===== src/rtl/seq_divider.sv =====
// Sequential unsigned restoring divider: one quotient bit per clock under a
// start/done handshake. Each trial subtraction is a + ~b + 1, matching the
// add/subtract datapath in subtract mode.
module seq_divider #(
  parameter int unsigned WIDTH = 4
) (
  input  logic             clk,
  input  logic             rst_n,
  input  logic             start,
  input  logic [WIDTH-1:0] a,
  input  logic [WIDTH-1:0] b,
  output logic             busy,
  output logic             done,
  output logic [WIDTH-1:0] q,
  output logic [WIDTH-1:0] r,
  output logic             div0
);

  localparam int unsigned CNT_W = $clog2(WIDTH + 1);
  localparam int unsigned REM_W = WIDTH + 1;

  typedef enum logic [1:0] {
    S_IDLE = 2'd0,
    S_CALC = 2'd1,
    S_DONE = 2'd2
  } state_t;

  state_t state;
  state_t state_nx;

  logic [REM_W-1:0] rem;
  logic [REM_W-1:0] rem_nx;
  logic [WIDTH-1:0] qreg;
  logic [WIDTH-1:0] qreg_nx;
  logic [WIDTH-1:0] divisor;
  logic [WIDTH-1:0] divisor_nx;
  logic [CNT_W-1:0] cnt;
  logic [CNT_W-1:0] cnt_nx;

  logic             busy_nx;
  logic             done_nx;
  logic [WIDTH-1:0] q_nx;
  logic [WIDTH-1:0] r_nx;
  logic             div0_nx;

  logic [REM_W-1:0] shifted;
  logic [REM_W-1:0] trial;
  logic [REM_W-1:0] rem_step;
  logic [WIDTH-1:0] qreg_step;
  logic             last_iter;

  // One restoring step: shift in the next dividend bit, trial-subtract, keep or restore.
  assign shifted   = REM_W'({rem, qreg[WIDTH-1]});
  assign trial     = shifted + ~{1'b0, divisor} + REM_W'(1);
  assign rem_step  = trial[REM_W-1] ? shifted : trial;
  assign qreg_step = {qreg[WIDTH-2:0], ~trial[REM_W-1]};
  assign last_iter = (cnt == CNT_W'(WIDTH - 1));

  // State register.
  always_ff @(posedge clk or negedge rst_n) begin
    if (!rst_n) begin
      state <= S_IDLE;
    end else begin
      state <= state_nx;
    end
  end

  // Next-state logic; a zero divisor short-circuits straight to DONE.
  always_comb begin
    state_nx = state;
    case (state)
      S_IDLE: begin
        if (start) begin
          state_nx = (b == '0) ? S_DONE : S_CALC;
        end
      end
      S_CALC: begin
        if (last_iter) begin
          state_nx = S_DONE;
        end
      end
      S_DONE:  state_nx = S_IDLE;
      default: state_nx = S_IDLE;
    endcase
  end

  // Next values for the datapath and the registered outputs.
  always_comb begin
    rem_nx     = rem;
    qreg_nx    = qreg;
    divisor_nx = divisor;
    cnt_nx     = cnt;
    q_nx       = q;
    r_nx       = r;
    div0_nx    = div0;
    busy_nx    = (state_nx != S_IDLE);
    done_nx    = (state_nx == S_DONE);
    case (state)
      S_IDLE: begin
        if (start) begin
          qreg_nx    = a;
          divisor_nx = b;
          rem_nx     = '0;
          cnt_nx     = '0;
          if (b == '0) begin
            q_nx    = '1;
            r_nx    = a;
            div0_nx = 1'b1;
          end
        end
      end
      S_CALC: begin
        rem_nx  = rem_step;
        qreg_nx = qreg_step;
        cnt_nx  = cnt + CNT_W'(1);
        if (last_iter) begin
          q_nx    = qreg_step;
          r_nx    = rem_step[WIDTH-1:0];
          div0_nx = 1'b0;
        end
      end
      default: begin
      end
    endcase
  end

  // Datapath and output registers; reset aborts any operation in flight.
  always_ff @(posedge clk or negedge rst_n) begin
    if (!rst_n) begin
      rem     <= '0;
      qreg    <= '0;
      divisor <= '0;
      cnt     <= '0;
      busy    <= 1'b0;
      done    <= 1'b0;
      q       <= '0;
      r       <= '0;
      div0    <= 1'b0;
    end else begin
      rem     <= rem_nx;
      qreg    <= qreg_nx;
      divisor <= divisor_nx;
      cnt     <= cnt_nx;
      busy    <= busy_nx;
      done    <= done_nx;
      q       <= q_nx;
      r       <= r_nx;
      div0    <= div0_nx;
    end
  end

endmodule


===== config.mk =====
export PLATFORM = sky130hd
export DESIGN_NAME = seq_divider
export DESIGN_NICKNAME = d
export VERILOG_FILES = /design/src/rtl/seq_divider.sv
export SDC_FILE = /design/constraint.sdc
export NUM_CORES = 1
export LEC_CHECK = 0
export BUFFER_PORTS_ARGS = -buffer_cell sky130_fd_sc_hd__buf_4
export CAP_MARGIN = 20
export CORE_ASPECT_RATIO = 0.5
export CORE_MARGIN = 3
export CORE_UTILIZATION = 45
export DETAILED_ROUTE_END_ITERATION = 8
export PLACE_DENSITY = 0.62
export SETUP_SLACK_MARGIN = 0.15
export SKIP_LAST_GASP = 1
export SYNTH_ARGS = -nofsm -noshare
export SYNTH_HDL_FRONTEND = slang
export SYNTH_SLANG_ARGS = --single-unit

===== constraint.sdc =====
create_clock -name clk -period 2.7 [get_ports clk]
set_input_delay 0.54 -clock clk [delete_from_list [all_inputs] [get_ports clk]]
set_output_delay 0.54 -clock clk [all_outputs]
set_load 0.005 [all_outputs]

==> flow_summary.yaml, run 1 <==
synth:
  synth-seq-area-share_pct: 47.34
  ys_ff_latch: 28
  synth_area_leaders: "dfrtp_1, nand2_1, ha_1"
  synthDominantCellAreaShare_pct: 47.34
  synth_top_area_cell: "dfrtp_1"
  syn_area_sq_um: 1480
  syn_inst: 148
  ys_warn_count: 0
  synthDistinctLibCells: 34
  syn_nets: 166
  post_synth.cell_area_avg_sq_um: 10.00
detailed_routing:
  initialDrtViolationCount: 48
  vias_per_cell: 5.445
  num_vias: 1138
  drc: 0
  ant_nets: 0
  drt-total-wl_mm: 3.205
  drt-pass1-iter-count: 5
  detail_route.wl_per_cell_um: 15.33
global_routing:
  antenna_found_initial: 0
  grt_pass1_vias: 1043
  gr-total-overflow: 0
  grt_pass1_wl_mm: 5.175
  grt_start_max_net_pins: 29
  grt_usage_pct: 17.68
clock_network:
  ctsResizeCount: 0
  cts.sinks: 28
  ctsHoldBuffers: 0
  cts_buffers: 3
  postCtsSetupRepairBufs: 0
  root_buffer: "clkbuf_8"
  clk_latency_ps: 290
  clkTransAtPathRegs_ps: 100
  htreeDepth: 1
  cts_tree: "done"
  clockBufferDepth: 2
floorplanning:
  dieArea_sq_um: 4055
  core_sq_um: 3065
  io-pin-count: 22
  dieWidth_um: 87.11
  start_util_pct: 48.29
  fp.dieH_um: 46.56
  rows: 14
timing:
  setup_viol: 0
  fin_crit_ps: 2167
  slew_violations: 0
  fin_tns_setup_ps: 0
  period_share_pct: 80.27
  finClkSkew_ps: 7.349
  timing.fmax_ghz: 0.4614
  worst_pin_slew_ps: 440.1
  rsz0062_at_grt: "false"
  relSlewSlack_pct: 70.66
  hold_viol: 0
  holdWs_ps: 154.6
finish:
  n_antenna_cell: 0
  seq_area_sq_um: 700.7
  utilization_pct: 56.53
  final_common_cell: "dfrtp_1"
  areaGrowthSynthToFinish_pct: 17.08
  layout_common_cells: "dfrtp_1, nand2_1, buf_4"
  multi_input_area_sq_um: 708.2
  nNetsFinal: 188
  drive_above_1_share_pct: 21.89
  fillers: 276
run_status:
  status: "completed"
power_and_ir_drop:
  p_per_area_nw_per_um2: 1377
  cellLeakagePower_nw: 0.7862
  ir_drop_mv: 0.6301
  power_mw: 2.386
critical_path:
  worstSetupStartpointType: "flip-flop"
  cp_data_arrival_time_ps: 2320
  required_ps: 2850
  critPathLaunch: "qreg[3]"
  end_kind: "flip-flop"
  cp_max_fo: 10
  critical_path_class: "flip-flop to flip-flop"
  reg2reg_from: "qreg[3]"
place:
  gp_congestion: 0.8027
  port_buffers: 21
  hpwlAfterDp_mm: 2.339
run:
  cap_violations: 0
hold_path:
  hold_path_class: "primary input to asynchronous set/reset pin"
## per-layer routing
metal	share of wire, %	up-vias	wire (um)	GRT usage (%)
li1	-	555	-	-
met3	4.6	4	149	4.821
met5	0	-	0	0
met2	43	29	1385	26.70
met1	51	550	1632	25.19
met4	1.2	0	37	4.587
## cells in the mapped netlist, drive strengths merged
library cell,count
dfrtp,28
nand2,24
nor2,13
o21ai,12
a21oi,9
inv,8
buf,6
ha,6
nand2b,6
nand3,4
o22a,4
a22o,3
a31oi,3
a41oi,3
and3,3
a211o,2
nor3,2
nor4,2
xnor2,2
xor2,2
a22oi,1
fa,1
nor2b,1
nor3b,1
o211ai,1
o22ai,1
## cell type report
type | instances | area share [%]
Timing Repair Buffer | 23 | 9.964
Tap cell | 40 | 2.888
Clock buffer | 3 | 2.383
Sequential cell | 28 | 40.43
Multi-Input combinational cell | 106 | 40.87
Inverter | 8 | 1.733
Clock inverter | 1 | 1.733
## worst max-delay path, cell delays in order, from the launching register on
cell and delay (ps):
dfrtp_1 380, inv_1 60, ha_1 230, fa_1 410
nand2b_1 200, a21oi_4 280, nor2_1 80, a31oi_1 230
a41oi_2 160
## registers in the layout, indices dropped and copies added (netlist names)
| name | count |
|---|---|
| state | 2 |
| rem | 4 |
| done | 1 |
| busy | 1 |
| div0 | 1 |
| cnt | 3 |
| r | 4 |
| divisor | 4 |
| q | 4 |
| qreg | 4 |
## metrics by stage
stage               instance area [sq um]  worst slack (ps)  instances
global placement                     1662             692.6        205
CTS                                  1733             562.4        209
detailed placement                   1662             585.5        205
floorplan                            1480             778.6        148
global route                         1733             462.5        209
finish                               1733             532.7        209
## report_power, final
group / leakage (nW) / total, mW / internal (mW) / switching [mW]
sequential: 0.335 / 0.787 / 0.624 / 0.163
combinational: 0.415 / 1.26 / 0.559 / 0.698
clock: 0.0357 / 0.342 / 0.199 / 0.143
## path summary, 6_finish.rpt
kind,to,slack [ps],cells past startpoint
max,r[2],530,8
min,state[1],150,1
max reg2reg,r[2],530,8
min reg2reg,q[3],500,1
max in group asynchronous,div0,2260,1
min in group clk,divisor[0],480,3
## cells by family after synthesis
group,Yosys count,synth area share [%]
simple gates,56,19.78
compound gates,39,19.27
flops,28,47.34
buf+inv,14,4.818
fa+ha+maj,7,6.424
xor+xnor,4,2.367
Note: power is estimated with default switching activity, not from simulation.
==> run 2, diff against run 1 <==
- PLACE_DENSITY: 0.62 -> 0.65
- clock period: 2.7 -> 1.9 ns (I/O delays scaled with it)
==> run 2 against run 1 <==
Sequential cell count stayed put. Worst setup slack lost 550 ps. Via count rose by 4.6%. Worst hold slack got worse by 150 ps. Fmax rose by 13%. Highest routed layer unchanged. Combinational power is 87% higher. First-iteration DRC count increased by 120%. Final area grew 7.2%. Power grew 62%. The flow now finishes with violations (setup timing). Sequential power is 45% higher. Die area stayed put. Largest power group unchanged.
==> flow_summary.yaml, run 2 (synthesis gave the netlist of run 1 again) <==
run_status:
  status: "complete, but fails checks"
  violations: "setup timing"
detailed_routing:
  drt-total-wl_mm: 3.464
  drc: 0
  drt-pass1-iter-count: 4
  num_vias: 1190
  detail_route.wl_per_cell_um: 16.04
  initialDrtViolationCount: 105
  ant_nets: 0
  vias_per_cell: 5.509
clock_network:
  clockBufferDepth: 2
  cts.sinks: 28
  clkTransAtPathRegs_ps: 90
  cts_buffers: 3
  cts_tree: "done"
  clk_latency_ps: 280
  root_buffer: "clkbuf_8"
  ctsHoldBuffers: 0
  htreeDepth: 1
finish:
  fin_area_sq_um: 1858
  n_antenna_cell: 0
  fillers: 260
  seq_area_sq_um: 700.7
  layout_common_cells: "dfrtp_1, buf_4, nand2_1"
  nNetsFinal: 195
  areaGrowthSynthToFinish_pct: 25.53
  drive_above_1_share_pct: 34.09
  multi_input_area_sq_um: 789.5
timing:
  rsz0062_at_grt: "true"
  finClkSkew_ps: 1.360
  fin_ws_ps: -20.61
  worst_pin_slew_ps: 547.9
  relSlewSlack_pct: 63.47
  holdWs_ps: 0.7103
  setup_viol: 2
  fin_crit_ps: 1921
  timing.fmax_ghz: 0.5207
  slew_violations: 0
  hold_viol: 0
  period_share_pct: 101.1
critical_path:
  crit_chain: "ha_4, fa_2, nand2b_4, a21oi_4, buf_6, xnor2_2, a21oi_2, a21oi_2"
  worstSetupStartpointType: "flip-flop"
  slowest_delay_ps: 420
  required_ps: 2070
  cp_max_fo: 4
  slowest_stage: "dfrtp_1"
  critPathMostFrequentCell: "a21oi_2"
  cp.buffers_inverters: 1
  reg2reg_from: "divisor[0]"
  cp.depth: 8
  critical_path_class: "flip-flop to flip-flop"
  path_delay_family: "adder cells"
  critPathLaunch: "divisor[0]"
  cp_data_arrival_time_ps: 2090
  end_kind: "flip-flop"
  reg2reg_depth: 8
hold_path:
  hold_path_class: "primary input to asynchronous set/reset pin"
floorplanning:
  start_util_pct: 48.29
  rows: 14
  dieWidth_um: 87.11
  core_sq_um: 3065
  dieArea_sq_um: 4055
  fp.dieH_um: 46.56
  io-pin-count: 22
power_and_ir_drop:
  ir_drop_mv: 0.7363
  cellLeakagePower_nw: 0.8315
  p_per_area_nw_per_um2: 2077
  power_mw: 3.859
global_routing:
  use_met2_pct: 28.66
  grt_pass1_vias: 1093
  grt_pass1_wl_mm: 5.340
  grtUsageMet1_pct: 24.27
  grt_start_max_net_pins: 29
  antenna_found_initial: 0
  grt_usage_pct: 17.79
  gr-total-overflow: 0
  grtUsageMet3_pct: 5.000
  busiest_layer: "met2"
place:
  gp_congestion: 0.8422
  port_buffers: 21
  pre_cts_ws_ps: -48.61
  hpwlAfterDp_mm: 2.406
  placed_cell_area_sq_um: 1697
run:
  cap_violations: 0
==> run 2: cell count changes in the layout (fill, tap and decap cells not counted), sizes merged <==
cell,delta
bufinv,-1
buf,+7
clkbuf,+1
==> run 2: repair_timing <==
action / 4_1_cts / 5_1_grt
endpoints found under the setup margin: 10 / 10
buffers inserted: 1 / 3
pin swaps: 6 / 3
gates resized for setup: 3 / 14
==> run 2: worst paths after layout <==
kind | to | slack [ps]
setup / recovery | r[3] | -20
hold / removal | q[2] | 0.7
setup reg to reg | r[3] | -20
hold reg to reg | q[1] | 500
max in group asynchronous | cnt[2] | 1630
min in group clk | divisor[0] | 320
==> run 2: area by class of cell <==
cell class	instances	share of cell area [%]
Clock buffer	4	2.963
Sequential cell	28	37.71
Inverter	8	1.616
Tap cell	40	2.694
Timing Repair Buffer	30	12.53
Multi-Input combinational cell	106	42.49
==> run 2: metrics by stage <==
stage / std cells / utilization, % / setup TNS [ps]
global route: 216 / 60.61 / -536.0
global placement: 208 / 55.35 / 0
floorplan: 148 / - / 0
finish: 216 / 60.61 / -34.67
CTS: 213 / 57.92 / 0
detailed placement: 208 / 55.35 / -102.5
==> run 2: routing by layer <==
layer / share of wire (%) / up-vias
met5: 0 / -
met4: 1.1 / 0
met3: 6.3 / 6
met2: 44 / 38
met1: 49 / 576
li1: - / 570
==> run 2: worst reg2reg max path, delay by kind of cell (launching register included) <==
| kind | cells | cell delay, ps |
|---|---|---|
| buffers and inverters | 1 | 150 |
| AND/OR/NAND/NOR | 1 | 160 |
| adder cells (fa/ha/maj) | 2 | 520 |
| AO/OA/AOI/OAI | 3 | 450 |
| flip-flops | 1 | 420 |
| XOR/XNOR | 1 | 100 |
==> run 2: report_power, final <==
group | total (mW) | internal [mW] | switching (mW)
Clock | 0.377 | 0.186 | 0.191
Combinational | 2.35 | 1.12 | 1.23
Sequential | 1.14 | 0.887 | 0.251
Total | 3.86 | 2.19 | 1.67
==> run 3, diff against run 2 <==
- CORE_MARGIN: 3 -> 5
==> run 3 against run 2 <==
The flow still finishes with violations (setup timing). Sequential cell count unchanged. Clock power decreased by 1%. Register-to-register slack better by 20 ps. Worst hold slack better by 5.8 ps. Worst setup slack better by 19 ps. Combinational power fell by 6%. Fmax rose by 0.99%. Global-route usage decreased by 2.2 points. Clock skew up 1.3 ps. Final area down 0.20%.
==> flow_summary.yaml, run 3 (synthesis gave the netlist of run 1 again) <==
run_status:
  status: "complete, but fails checks"
  violations: "setup timing"
timing:
  setup_viol: 1
  relSlewSlack_pct: 63.00
  fin_tns_setup_ps: -1.833
  finClkSkew_ps: 2.666
  hold_viol: 0
  period_share_pct: 100.1
  rsz0062_at_grt: "true"
  worst_pin_slew_ps: 555.0
  fin_crit_ps: 1902
  fin_ws_ps: -1.833
  slew_violations: 0
  timing.fmax_ghz: 0.5258
power_and_ir_drop:
  p_per_area_nw_per_um2: 1991
  cellLeakagePower_nw: 0.8379
  ir_drop_mv: 0.9121
critical_path:
  required_ps: 2110
  critical_path_class: "flip-flop to flip-flop"
  cp.buffers_inverters: 0
  cp_max_fo: 5
  path_delay_family: "adder cells"
  crit_chain: "ha_2, fa_2, nand2b_4, a21oi_4, xor2_1, nand2_1, a21oi_1"
  regToRegSetupSlack_ps: -2
  slowest_delay_ps: 390
  slowest_stage: "dfrtp_1"
  cp_data_arrival_time_ps: 2110
  worstSetupStartpointType: "flip-flop"
  end_kind: "flip-flop"
detailed_routing:
  drt-pass1-iter-count: 4
  routed.top_layer: "met4"
  drt-total-wl_mm: 3.423
  wl_met2_mm: 1.511
  drc: 0
  num_vias: 1169
  ant_nets: 0
  wl_met1_mm: 1.676
  detail_route.wl_per_cell_um: 15.56
  initialDrtViolationCount: 44
  vias_per_cell: 5.314
  wl_met3_um: 186
clock_network:
  clkTransAtPathRegs_ps: 90
  ctsHoldBuffers: 0
  cts_buffers: 3
  clockBufferDepth: 2
  htreeDepth: 1
  root_buffer: "clkbuf_8"
  cts.sinks: 28
  cts_tree: "done"
  clk_latency_ps: 280
floorplanning:
  rows: 14
  start_util_pct: 48.01
  dieArea_sq_um: 4606
  core_sq_um: 3083
  dieWidth_um: 91.11
  fp.dieH_um: 50.56
  io-pin-count: 22
run:
  cap_violations: 0
global_routing:
  grt_start_max_net_pins: 29
  gr-total-overflow: 0
  grt_pass1_vias: 1119
  grt_pass1_wl_mm: 5.699
  grt_usage_pct: 15.63
  antenna_found_initial: 0
place:
  gp_congestion: 0.8087
  port_buffers: 21
  placed_cell_area_sq_um: 1712
  hpwlAfterDp_mm: 2.401
finish:
  n_antenna_cell: 0
  final_common_cell: "buf_4"
  areaGrowthSynthToFinish_pct: 25.27
  layout_common_cells: "buf_4, dfrtp_1, nand2_1"
  utilization_pct: 60.15
  drive_above_1_share_pct: 32.22
  fin_area_sq_um: 1854
  nNetsFinal: 199
hold_path:
  hold_path_class: "primary input to asynchronous set/reset pin"
## run 3: stage by stage
step	cells	power, mW	hold slack [ps]	setup slack (ps)
after floorplan	148	2.466	84.41	71.38
after global placement	210	2.979	322.9	3.910
after detailed placement	210	3.018	324.0	-51.95
after CTS	218	3.520	17.07	22.44
after global routing	220	3.995	31.19	-95.17
final	220	3.692	6.490	-1.833
## run 3: report_power, final
part           internal, mW  leakage, nW  total [mW]  switching (mW)
clock                 0.186       0.0288       0.373           0.187
combinational          1.03        0.474        2.21            1.18
sequential            0.887        0.335        1.11           0.223
total                  2.11        0.838        3.69            1.59
## run 3: layout make-up
class	instances	area (sq um)
clock buffer	4	55.05
inverter	8	30.03
sequential	28	700.7
tap	40	50.05
multi-input combinational	107	767.0
fill	264	1229
timing repair buffer	33	251.5
## run 3: path summary, 6_finish.rpt
check	start	depth (start not counted)	to
max	divisor[0]	7	r[3]
min	rst_n	1	divisor[1]
max reg2reg	divisor[0]	7	r[3]
min reg2reg	q[3]	1	q[3]
max in group asynchronous	rst_n	1	div0
min in group clk	b[0]	3	divisor[0]
## run 3: routing by layer
layer | vias to the layer above | global-route usage (%)
li1 | 582 | -
met2 | 27 | 23.09
met1 | 555 | 22.71
met4 | 0 | 4.634
met5 | - | 0
met3 | 5 | 3.881
## run 3: timing repair
action                     4_1_cts  5_1_grt
hold endpoints to repair         0        0
buffers inserted                 3        2
resized for setup                0       10
setup endpoints to repair       10       10
pin swaps                        6        4
gates cloned                     1        0
